==> src/rtl/instr_encoder_pkg.sv <==
// Shared definitions for the RV32I instruction encoder.
// Holds the symbolic op set, the base-ISA opcode/funct constants used by the
// matching decoder, the loader FSM state type and a signed range helper.
package instr_encoder_pkg;

    // Symbolic operations accepted on in_op; codes 17..31 are undefined.
    typedef enum logic [4:0] {
        OP_LUI  = 5'd0,
        OP_ADDI = 5'd1,
        OP_SLLI = 5'd2,
        OP_SRLI = 5'd3,
        OP_ADD  = 5'd4,
        OP_SUB  = 5'd5,
        OP_XOR  = 5'd6,
        OP_OR   = 5'd7,
        OP_AND  = 5'd8,
        OP_LW   = 5'd9,
        OP_SW   = 5'd10,
        OP_JAL  = 5'd11,
        OP_JALR = 5'd12,
        OP_BEQ  = 5'd13,
        OP_BNE  = 5'd14,
        OP_BLT  = 5'd15,
        OP_BGE  = 5'd16
    } op_e;

    // Major opcodes
    localparam logic [6:0] OPCODE_LUI    = 7'b0110111;
    localparam logic [6:0] OPCODE_OP_IMM = 7'b0010011;
    localparam logic [6:0] OPCODE_OP     = 7'b0110011;
    localparam logic [6:0] OPCODE_LOAD   = 7'b0000011;
    localparam logic [6:0] OPCODE_STORE  = 7'b0100011;
    localparam logic [6:0] OPCODE_JAL    = 7'b1101111;
    localparam logic [6:0] OPCODE_JALR   = 7'b1100111;
    localparam logic [6:0] OPCODE_BRANCH = 7'b1100011;

    // funct3 values
    localparam logic [2:0] FUNCT3_ADD_SUB = 3'b000;
    localparam logic [2:0] FUNCT3_SLL     = 3'b001;
    localparam logic [2:0] FUNCT3_XOR     = 3'b100;
    localparam logic [2:0] FUNCT3_SRL_SRA = 3'b101;
    localparam logic [2:0] FUNCT3_OR      = 3'b110;
    localparam logic [2:0] FUNCT3_AND     = 3'b111;
    localparam logic [2:0] FUNCT3_LW      = 3'b010;
    localparam logic [2:0] FUNCT3_SW      = 3'b010;
    localparam logic [2:0] FUNCT3_JALR    = 3'b000;
    localparam logic [2:0] FUNCT3_BEQ     = 3'b000;
    localparam logic [2:0] FUNCT3_BNE     = 3'b001;
    localparam logic [2:0] FUNCT3_BLT     = 3'b100;
    localparam logic [2:0] FUNCT3_BGE     = 3'b101;

    // funct7 values
    localparam logic [6:0] FUNCT7_BASE    = 7'b0000000;
    localparam logic [6:0] FUNCT7_SUB_SRA = 7'b0100000;

    // Loader FSM states
    typedef enum logic [1:0] {
        ST_IDLE  = 2'd0,
        ST_RUN   = 2'd1,
        ST_DRAIN = 2'd2,
        ST_DONE  = 2'd3
    } state_e;

    // True when v, read as a signed 32-bit value, lies in [lo, hi].
    function automatic logic in_srange(input logic [31:0] v, input int lo, input int hi);
        return ($signed(v) >= lo) && ($signed(v) <= hi);
    endfunction

endpackage

==> src/rtl/instr_encoder_fifo.sv <==
// enc_fifo: synchronous FIFO buffering encoded {instr, addr} words.
// Ports:
//   clk, rst     clock and synchronous active-high reset (flushes all entries)
//   push/push_data  write request and data; ignored while full
//   pop          read request; ignored while empty
//   pop_data     current head entry
//   full/empty   occupancy flags
module enc_fifo #(
    parameter int unsigned DEPTH = 4,
    parameter int unsigned WIDTH = 64
) (
    input  logic             clk,
    input  logic             rst,
    input  logic             push,
    input  logic [WIDTH-1:0] push_data,
    input  logic             pop,
    output logic [WIDTH-1:0] pop_data,
    output logic             full,
    output logic             empty
);

    localparam int unsigned PTR_W = $clog2(DEPTH);

    logic [WIDTH-1:0] mem [DEPTH];
    // One extra pointer bit distinguishes full from empty when indices match.
    logic [PTR_W:0]   wr_ptr;
    logic [PTR_W:0]   rd_ptr;
    logic             do_push;
    logic             do_pop;

    assign do_push = push && !full;
    assign do_pop  = pop && !empty;

    always_ff @(posedge clk) begin
        if (rst) begin
            wr_ptr <= '0;
            rd_ptr <= '0;
            for (int unsigned i = 0; i < DEPTH; i++) begin
                mem[i] <= '0;
            end
        end else begin
            if (do_push) begin
                mem[wr_ptr[PTR_W-1:0]] <= push_data;
                wr_ptr <= wr_ptr + 1'b1;
            end
            if (do_pop) begin
                rd_ptr <= rd_ptr + 1'b1;
            end
        end
    end

    assign empty    = (wr_ptr == rd_ptr);
    assign full     = (wr_ptr[PTR_W] != rd_ptr[PTR_W]) &&
                      (wr_ptr[PTR_W-1:0] == rd_ptr[PTR_W-1:0]);
    assign pop_data = mem[rd_ptr[PTR_W-1:0]];

endmodule

==> src/rtl/instr_encoder.sv <==
// instr_encoder: packs symbolic RV32I instructions into 32-bit encodings and
// streams them, each tagged with a word address, toward instruction memory.
// Ports:
//   clk, rst        clock; synchronous active-high reset
//   start/base_addr begin a program in IDLE at base_addr (low two bits dropped)
//   in_valid/in_ready, in_op/in_rd/in_rs1/in_rs2/in_imm/in_last  symbolic input
//   out_valid/out_ready, out_instr/out_addr                    encoded output
//   err             sticky illegal-input flag, cleared by start or rst
//   done            one-cycle pulse once the final word has been consumed
module instr_encoder
    import instr_encoder_pkg::*;
#(
    parameter int unsigned FIFO_DEPTH = 4,
    parameter int unsigned ADDR_W     = 32
) (
    input  logic              clk,
    input  logic              rst,
    input  logic              start,
    input  logic [ADDR_W-1:0] base_addr,
    input  logic              in_valid,
    output logic              in_ready,
    input  logic [4:0]        in_op,
    input  logic [4:0]        in_rd,
    input  logic [4:0]        in_rs1,
    input  logic [4:0]        in_rs2,
    input  logic [31:0]       in_imm,
    input  logic              in_last,
    output logic              out_valid,
    input  logic              out_ready,
    output logic [31:0]       out_instr,
    output logic [ADDR_W-1:0] out_addr,
    output logic              err,
    output logic              done
);

    state_e              state;
    state_e              state_nx;
    logic [ADDR_W-1:0]   pc;
    logic [31:0]         word;
    logic                legal;
    logic                accept;
    logic                fifo_full;
    logic                fifo_empty;
    logic [31+ADDR_W:0]  fifo_head;
    op_e                 op;

    assign op       = op_e'(in_op);
    assign in_ready = (state == ST_RUN) && !fifo_full;
    assign accept   = in_valid && in_ready;

    // Encode mux and legality check
    always_comb begin
        word  = '0;
        legal = 1'b0;
        case (op)
            OP_LUI: begin
                legal = (in_imm[11:0] == 12'd0);
                word  = {in_imm[31:12], in_rd, OPCODE_LUI};
            end
            OP_ADDI: begin
                legal = in_srange(in_imm, -2048, 2047);
                word  = {in_imm[11:0], in_rs1, FUNCT3_ADD_SUB, in_rd, OPCODE_OP_IMM};
            end
            OP_SLLI: begin
                legal = (in_imm[31:5] == 27'd0);
                word  = {FUNCT7_BASE, in_imm[4:0], in_rs1, FUNCT3_SLL, in_rd, OPCODE_OP_IMM};
            end
            OP_SRLI: begin
                legal = (in_imm[31:5] == 27'd0);
                word  = {FUNCT7_BASE, in_imm[4:0], in_rs1, FUNCT3_SRL_SRA, in_rd, OPCODE_OP_IMM};
            end
            OP_ADD: begin
                legal = 1'b1;
                word  = {FUNCT7_BASE, in_rs2, in_rs1, FUNCT3_ADD_SUB, in_rd, OPCODE_OP};
            end
            OP_SUB: begin
                legal = 1'b1;
                word  = {FUNCT7_SUB_SRA, in_rs2, in_rs1, FUNCT3_ADD_SUB, in_rd, OPCODE_OP};
            end
            OP_XOR: begin
                legal = 1'b1;
                word  = {FUNCT7_BASE, in_rs2, in_rs1, FUNCT3_XOR, in_rd, OPCODE_OP};
            end
            OP_OR: begin
                legal = 1'b1;
                word  = {FUNCT7_BASE, in_rs2, in_rs1, FUNCT3_OR, in_rd, OPCODE_OP};
            end
            OP_AND: begin
                legal = 1'b1;
                word  = {FUNCT7_BASE, in_rs2, in_rs1, FUNCT3_AND, in_rd, OPCODE_OP};
            end
            OP_LW: begin
                legal = in_srange(in_imm, -2048, 2047);
                word  = {in_imm[11:0], in_rs1, FUNCT3_LW, in_rd, OPCODE_LOAD};
            end
            OP_SW: begin
                legal = in_srange(in_imm, -2048, 2047);
                word  = {in_imm[11:5], in_rs2, in_rs1, FUNCT3_SW, in_imm[4:0], OPCODE_STORE};
            end
            OP_JAL: begin
                legal = !in_imm[0] && in_srange(in_imm, -(1 << 20), (1 << 20) - 2);
                word  = {in_imm[20], in_imm[10:1], in_imm[11], in_imm[19:12], in_rd, OPCODE_JAL};
            end
            OP_JALR: begin
                legal = in_srange(in_imm, -2048, 2047);
                word  = {in_imm[11:0], in_rs1, FUNCT3_JALR, in_rd, OPCODE_JALR};
            end
            OP_BEQ: begin
                legal = !in_imm[0] && in_srange(in_imm, -4096, 4094);
                word  = {in_imm[12], in_imm[10:5], in_rs2, in_rs1, FUNCT3_BEQ,
                         in_imm[4:1], in_imm[11], OPCODE_BRANCH};
            end
            OP_BNE: begin
                legal = !in_imm[0] && in_srange(in_imm, -4096, 4094);
                word  = {in_imm[12], in_imm[10:5], in_rs2, in_rs1, FUNCT3_BNE,
                         in_imm[4:1], in_imm[11], OPCODE_BRANCH};
            end
            OP_BLT: begin
                legal = !in_imm[0] && in_srange(in_imm, -4096, 4094);
                word  = {in_imm[12], in_imm[10:5], in_rs2, in_rs1, FUNCT3_BLT,
                         in_imm[4:1], in_imm[11], OPCODE_BRANCH};
            end
            OP_BGE: begin
                legal = !in_imm[0] && in_srange(in_imm, -4096, 4094);
                word  = {in_imm[12], in_imm[10:5], in_rs2, in_rs1, FUNCT3_BGE,
                         in_imm[4:1], in_imm[11], OPCODE_BRANCH};
            end
            default: begin
                legal = 1'b0;
                word  = '0;
            end
        endcase
    end

    // FSM state register
    always_ff @(posedge clk) begin
        if (rst) begin
            state <= ST_IDLE;
        end else begin
            state <= state_nx;
        end
    end

    // FSM next state and done strobe
    always_comb begin
        state_nx = state;
        done     = 1'b0;
        case (state)
            ST_IDLE: begin
                if (start) begin
                    state_nx = ST_RUN;
                end
            end
            ST_RUN: begin
                // An illegal final input still ends the program.
                if (accept && in_last) begin
                    state_nx = ST_DRAIN;
                end
            end
            ST_DRAIN: begin
                if (fifo_empty) begin
                    state_nx = ST_DONE;
                end
            end
            ST_DONE: begin
                done     = 1'b1;
                state_nx = ST_IDLE;
            end
            default: begin
                state_nx = ST_IDLE;
            end
        endcase
    end

    // Program counter and sticky error
    always_ff @(posedge clk) begin
        if (rst) begin
            pc  <= '0;
            err <= 1'b0;
        end else if (state == ST_IDLE && start) begin
            pc  <= base_addr & ~ADDR_W'(3);
            err <= 1'b0;
        end else if (accept) begin
            if (legal) begin
                pc <= pc + ADDR_W'(4);
            end else begin
                err <= 1'b1;
            end
        end
    end

    enc_fifo #(
        .DEPTH (FIFO_DEPTH),
        .WIDTH (32 + ADDR_W)
    ) u_fifo (
        .clk       (clk),
        .rst       (rst),
        .push      (accept && legal),
        .push_data ({word, pc}),
        .pop       (out_valid && out_ready),
        .pop_data  (fifo_head),
        .full      (fifo_full),
        .empty     (fifo_empty)
    );

    assign out_valid = !fifo_empty;
    assign out_instr = fifo_head[31+ADDR_W:ADDR_W];
    assign out_addr  = fifo_head[ADDR_W-1:0];

endmodule
==> config.mk <==
export PLATFORM = sky130hd
export DESIGN_NAME = instr_encoder
export DESIGN_NICKNAME = d
export VERILOG_FILES = /design/src/rtl/instr_encoder_pkg.sv /design/src/rtl/instr_encoder_fifo.sv /design/src/rtl/instr_encoder.sv
export SDC_FILE = /design/constraint.sdc
export NUM_CORES = 1
export LEC_CHECK = 0
export CORE_MARGIN = 2
export CORE_UTILIZATION = 30
export DETAILED_ROUTE_END_ITERATION = 10
export SLEW_MARGIN = 40
export SYNTH_ARGS = -nofsm -noshare
export SYNTH_HDL_FRONTEND = slang
export SYNTH_HIERARCHICAL = 1
export SYNTH_SLANG_ARGS = --single-unit
==> constraint.sdc <==
create_clock -name clk -period 10.9 [get_ports clk]
set_input_delay 1.635 -clock clk [delete_from_list [all_inputs] [get_ports clk]]
set_output_delay 1.635 -clock clk [all_outputs]
set_load 0.05 [all_outputs]
==> out/qor.txt <==
Status -> complete, no violations
HPWL after detailed placement -> 23500 µm
WHS -> 0.535 ns
WP data arrival -> 6.64 ns
Leakage -> 5.87 nW
Filler instances -> 4516
Max IR drop VDD -> 0.000108 V
FP Rows -> 79
Reg2reg end -> u_fifo/mem[3][48]$_DFFE_PP_
Number of DRC markers in iteration 0 -> 903
Clk slew on worst S/H paths -> 0.05 ns
Total core area -> 46500 µm²
Synth warn -> 6
Final period util -> 59.7%
Final core utilization -> 37.3%
WS Path Type -> in -> reg
Slew @ Worst Pin -> 0.851 ns
Crit. path cell count -> 10
Die Height -> 221 µm
Root buffer cell -> clkbuf_16
GRT Util Overall -> 15.6%
Yosys reg bits -> 297
Hold path depth -> 2
Power per cell area -> 190 nW/µm²
CP bufs+invs -> 3
IO buf count -> 155
Setup bufs post-CTS -> 0
Drt pass-1 iters -> 5
Clock Path Buffers -> 3
CP Cell Sequence -> clkdlybuf4s50_1 -> or4_4 -> nor2_1 -> and4b_1 -> a311o_1 -> a211oi_4 -> buf_4 -> and2b_1 -> a41o_2 -> buf_4
Post-synthesis cell count -> 1129
Highest clock rate -> 154 MHz
Worst slew margin -> 43.1%
Worst-Skew Late Latency -> 0.52 ns
Main synth FF type -> edfxtp_1
CTS tree -> yes
CP max-delay cell -> clkdlybuf4s50_1
Max_cap viols -> 0
RSZ-0062 raised after global routing -> no
Layout Cells excl Fill -> 1894
DR DRC count -> 0
Worst setup EP type -> register
WP data required -> 11.03 ns
Final Max Tran Viols -> 0
Hold worst-path end -> u_fifo/wr_ptr[2]$_SDFFE_PP0P_
Routed wire per std cell -> 20.4 µm
Worst Skew -> 0.0222 ns
Die ar. -> 48700 µm²
Final hold vios -> 0
Grt ovf -> 0
Yosys cell types -> 61
Number of global-route vias before repair -> 9650
Fraction of layout cells with a size suffix above 1 -> 13.2%
Crit path top cell by count -> buf_4
Register area share after synthesis -> 60.4%
Post-route design area -> 17300 µm²
Die W -> 221 µm
Reg2reg path depth -> 8
GP Congestion -> 0.881
CP top delay family -> simple AND/OR/NAND/NOR gates
Initial antenna violation count -> 0
Hold Crit Start -> u_fifo/wr_ptr[2]$_SDFFE_PP0P_
Number of antenna-violating nets in the routed design -> 0
First-pass GRT wire length -> 57700 µm
Clock sinks -> 297
Crit path launch type -> primary input
Final setup viols -> 0
Mapped cell area -> 14100 µm²
H-tree Lvls -> 2
Cts hold-fix bufs -> 0
Post-CTS resize count -> 0
CTS buffer count -> 35
Cell total after placement -> 1835
CP max stage delay -> 0.75 ns
Antenna fix cells -> 0
Layout area overhead -> 22.8%
Nets -> 1363
Vias per inst -> 5.11
Crit path time final -> 6.51 ns
DR vias -> 9683
Worst r2r src -> u_fifo/rd_ptr[1]$_SDFFE_PP0P_
Commonest cells after routing, fill and taps aside -> 300 x nor2_1, 256 x edfxtp_1, 154 x clkdlybuf4s50_1, 97 x nand2_1, 64 x mux4_2
Post-synthesis async set-or-reset flop share -> 0%
CP max FO -> 43
Type of the worst min-delay path -> reg -> reg
Setup tns final -> 0 ns
R2r setup slk -> 6.28 ns
Synthesized area per cell -> 12.5 µm²
Number of flops mapped to enable cells by yosys -> 256
Initial core utilization -> 30.3%
Top Ports -> 158
Routed WL -> 38500 µm
Largest net degree at the start of global routing -> 57
Placed instance area -> 16200 µm²
Commonest non-fill, non-tap cell in the layout -> nor2_1
-- kinds of logic after synthesis --
| kind of cell | share of synthesized area [%] |
|---|---|
| flops | 60.4 |
| simple gates | 16.6 |
| buf+inv | 3.85 |
| mux | 10.4 |
| other cells | 0.0266 |
| fa+ha+maj | 0.710 |
| compound gates | 5.89 |
| xor+xnor | 2.17 |
-- worst max path at each step --
stage	start	endpoint	slack, ns
after global placement	in_op[3]	u_fifo/mem[3][49]$_DFFE_PP_	3.92
after detailed placement	in_op[3]	u_fifo/mem[3][49]$_DFFE_PP_	3.96
final	in_op[3]	u_fifo/mem[3][48]$_DFFE_PP_	4.39
after CTS	in_op[3]	u_fifo/mem[3][48]$_DFFE_PP_	4.45
after global routing	in_op[3]	u_fifo/mem[1][42]$_SDFFCE_PN0P_	4.12
after floorplan	in_op[0]	u_fifo/mem[3][0]$_DFFE_PP_	5.45
-- cell type report --
cell class | count | area (µm²) | share of cell area [%]
well taps | 607 | 759 | 4.39
repair buffers | 173 | 1710 | 9.90
clock buffers | 43 | 948 | 5.48
clock inverters | 16 | 180 | 1.04
multi-input cells | 738 | 5110 | 29.6
flip-flops and latches | 297 | 8520 | 49.2
inverters | 20 | 76.3 | 0.441
-- per-stage QoR --
step	setup WS, ns	power, mW
floorplan	5.45	1.91
global placement	3.92	2.15
detailed placement	3.96	2.15
CTS	4.45	3.32
global route	4.12	3.42
finish	4.39	3.28
-- flip-flops by register name (all words and copies together) (netlist names), named ones only --
signal and flops:
u_fifo/rd_ptr 3, u_fifo/mem 256, err 1, u_fifo/wr_ptr 3, state 2, pc 30
-- routing by layer --
metal  share of wire (%)  GRT usage [%]  routed length (µm)  up-vias
met5                   0              0                   0        -
met3                 6.6           2.34                2550       51
met1                  44           21.4               16900     4859
met4                 1.7           3.42                 657        0
li1                    -              -                   -     4412
met2                  48           26.3               18500      361
-- power by group --
part,internal [mW],leakage [nW],total (mW),switching [mW]
logic,0.289,2.34,0.732,0.443
registers,1.31,2.98,1.39,0.0748
clock network,0.710,0.550,1.17,0.456
-- worst min-delay path, delay by kind of cell (launching register included) --
family / cells / cell delay (ns)
flops: 1 / 0.35
simple gates: 1 / 0.07
compound gates: 1 / 0.06
-- synth_stat cells, types with 12 or more instances --
master,n,area share (%)
a211oi_1,26,1.4
a21oi_1,15,0.53
a22o_1,14,0.87
buf_2,14,0.50
buf_6,19,1.5
clkbuf_1,33,0.88
dfxtp_1,41,5.8
edfxtp_1,256,55
inv_1,20,0.53
mux4_2,64,10
nand2_1,99,2.6
nand3_1,16,0.57
nand4_1,15,0.67
nor2_1,300,8.0
nor3_1,12,0.43
o21ai_0,17,0.60
xnor2_1,30,1.9
(Power assumes the default switching activity.)
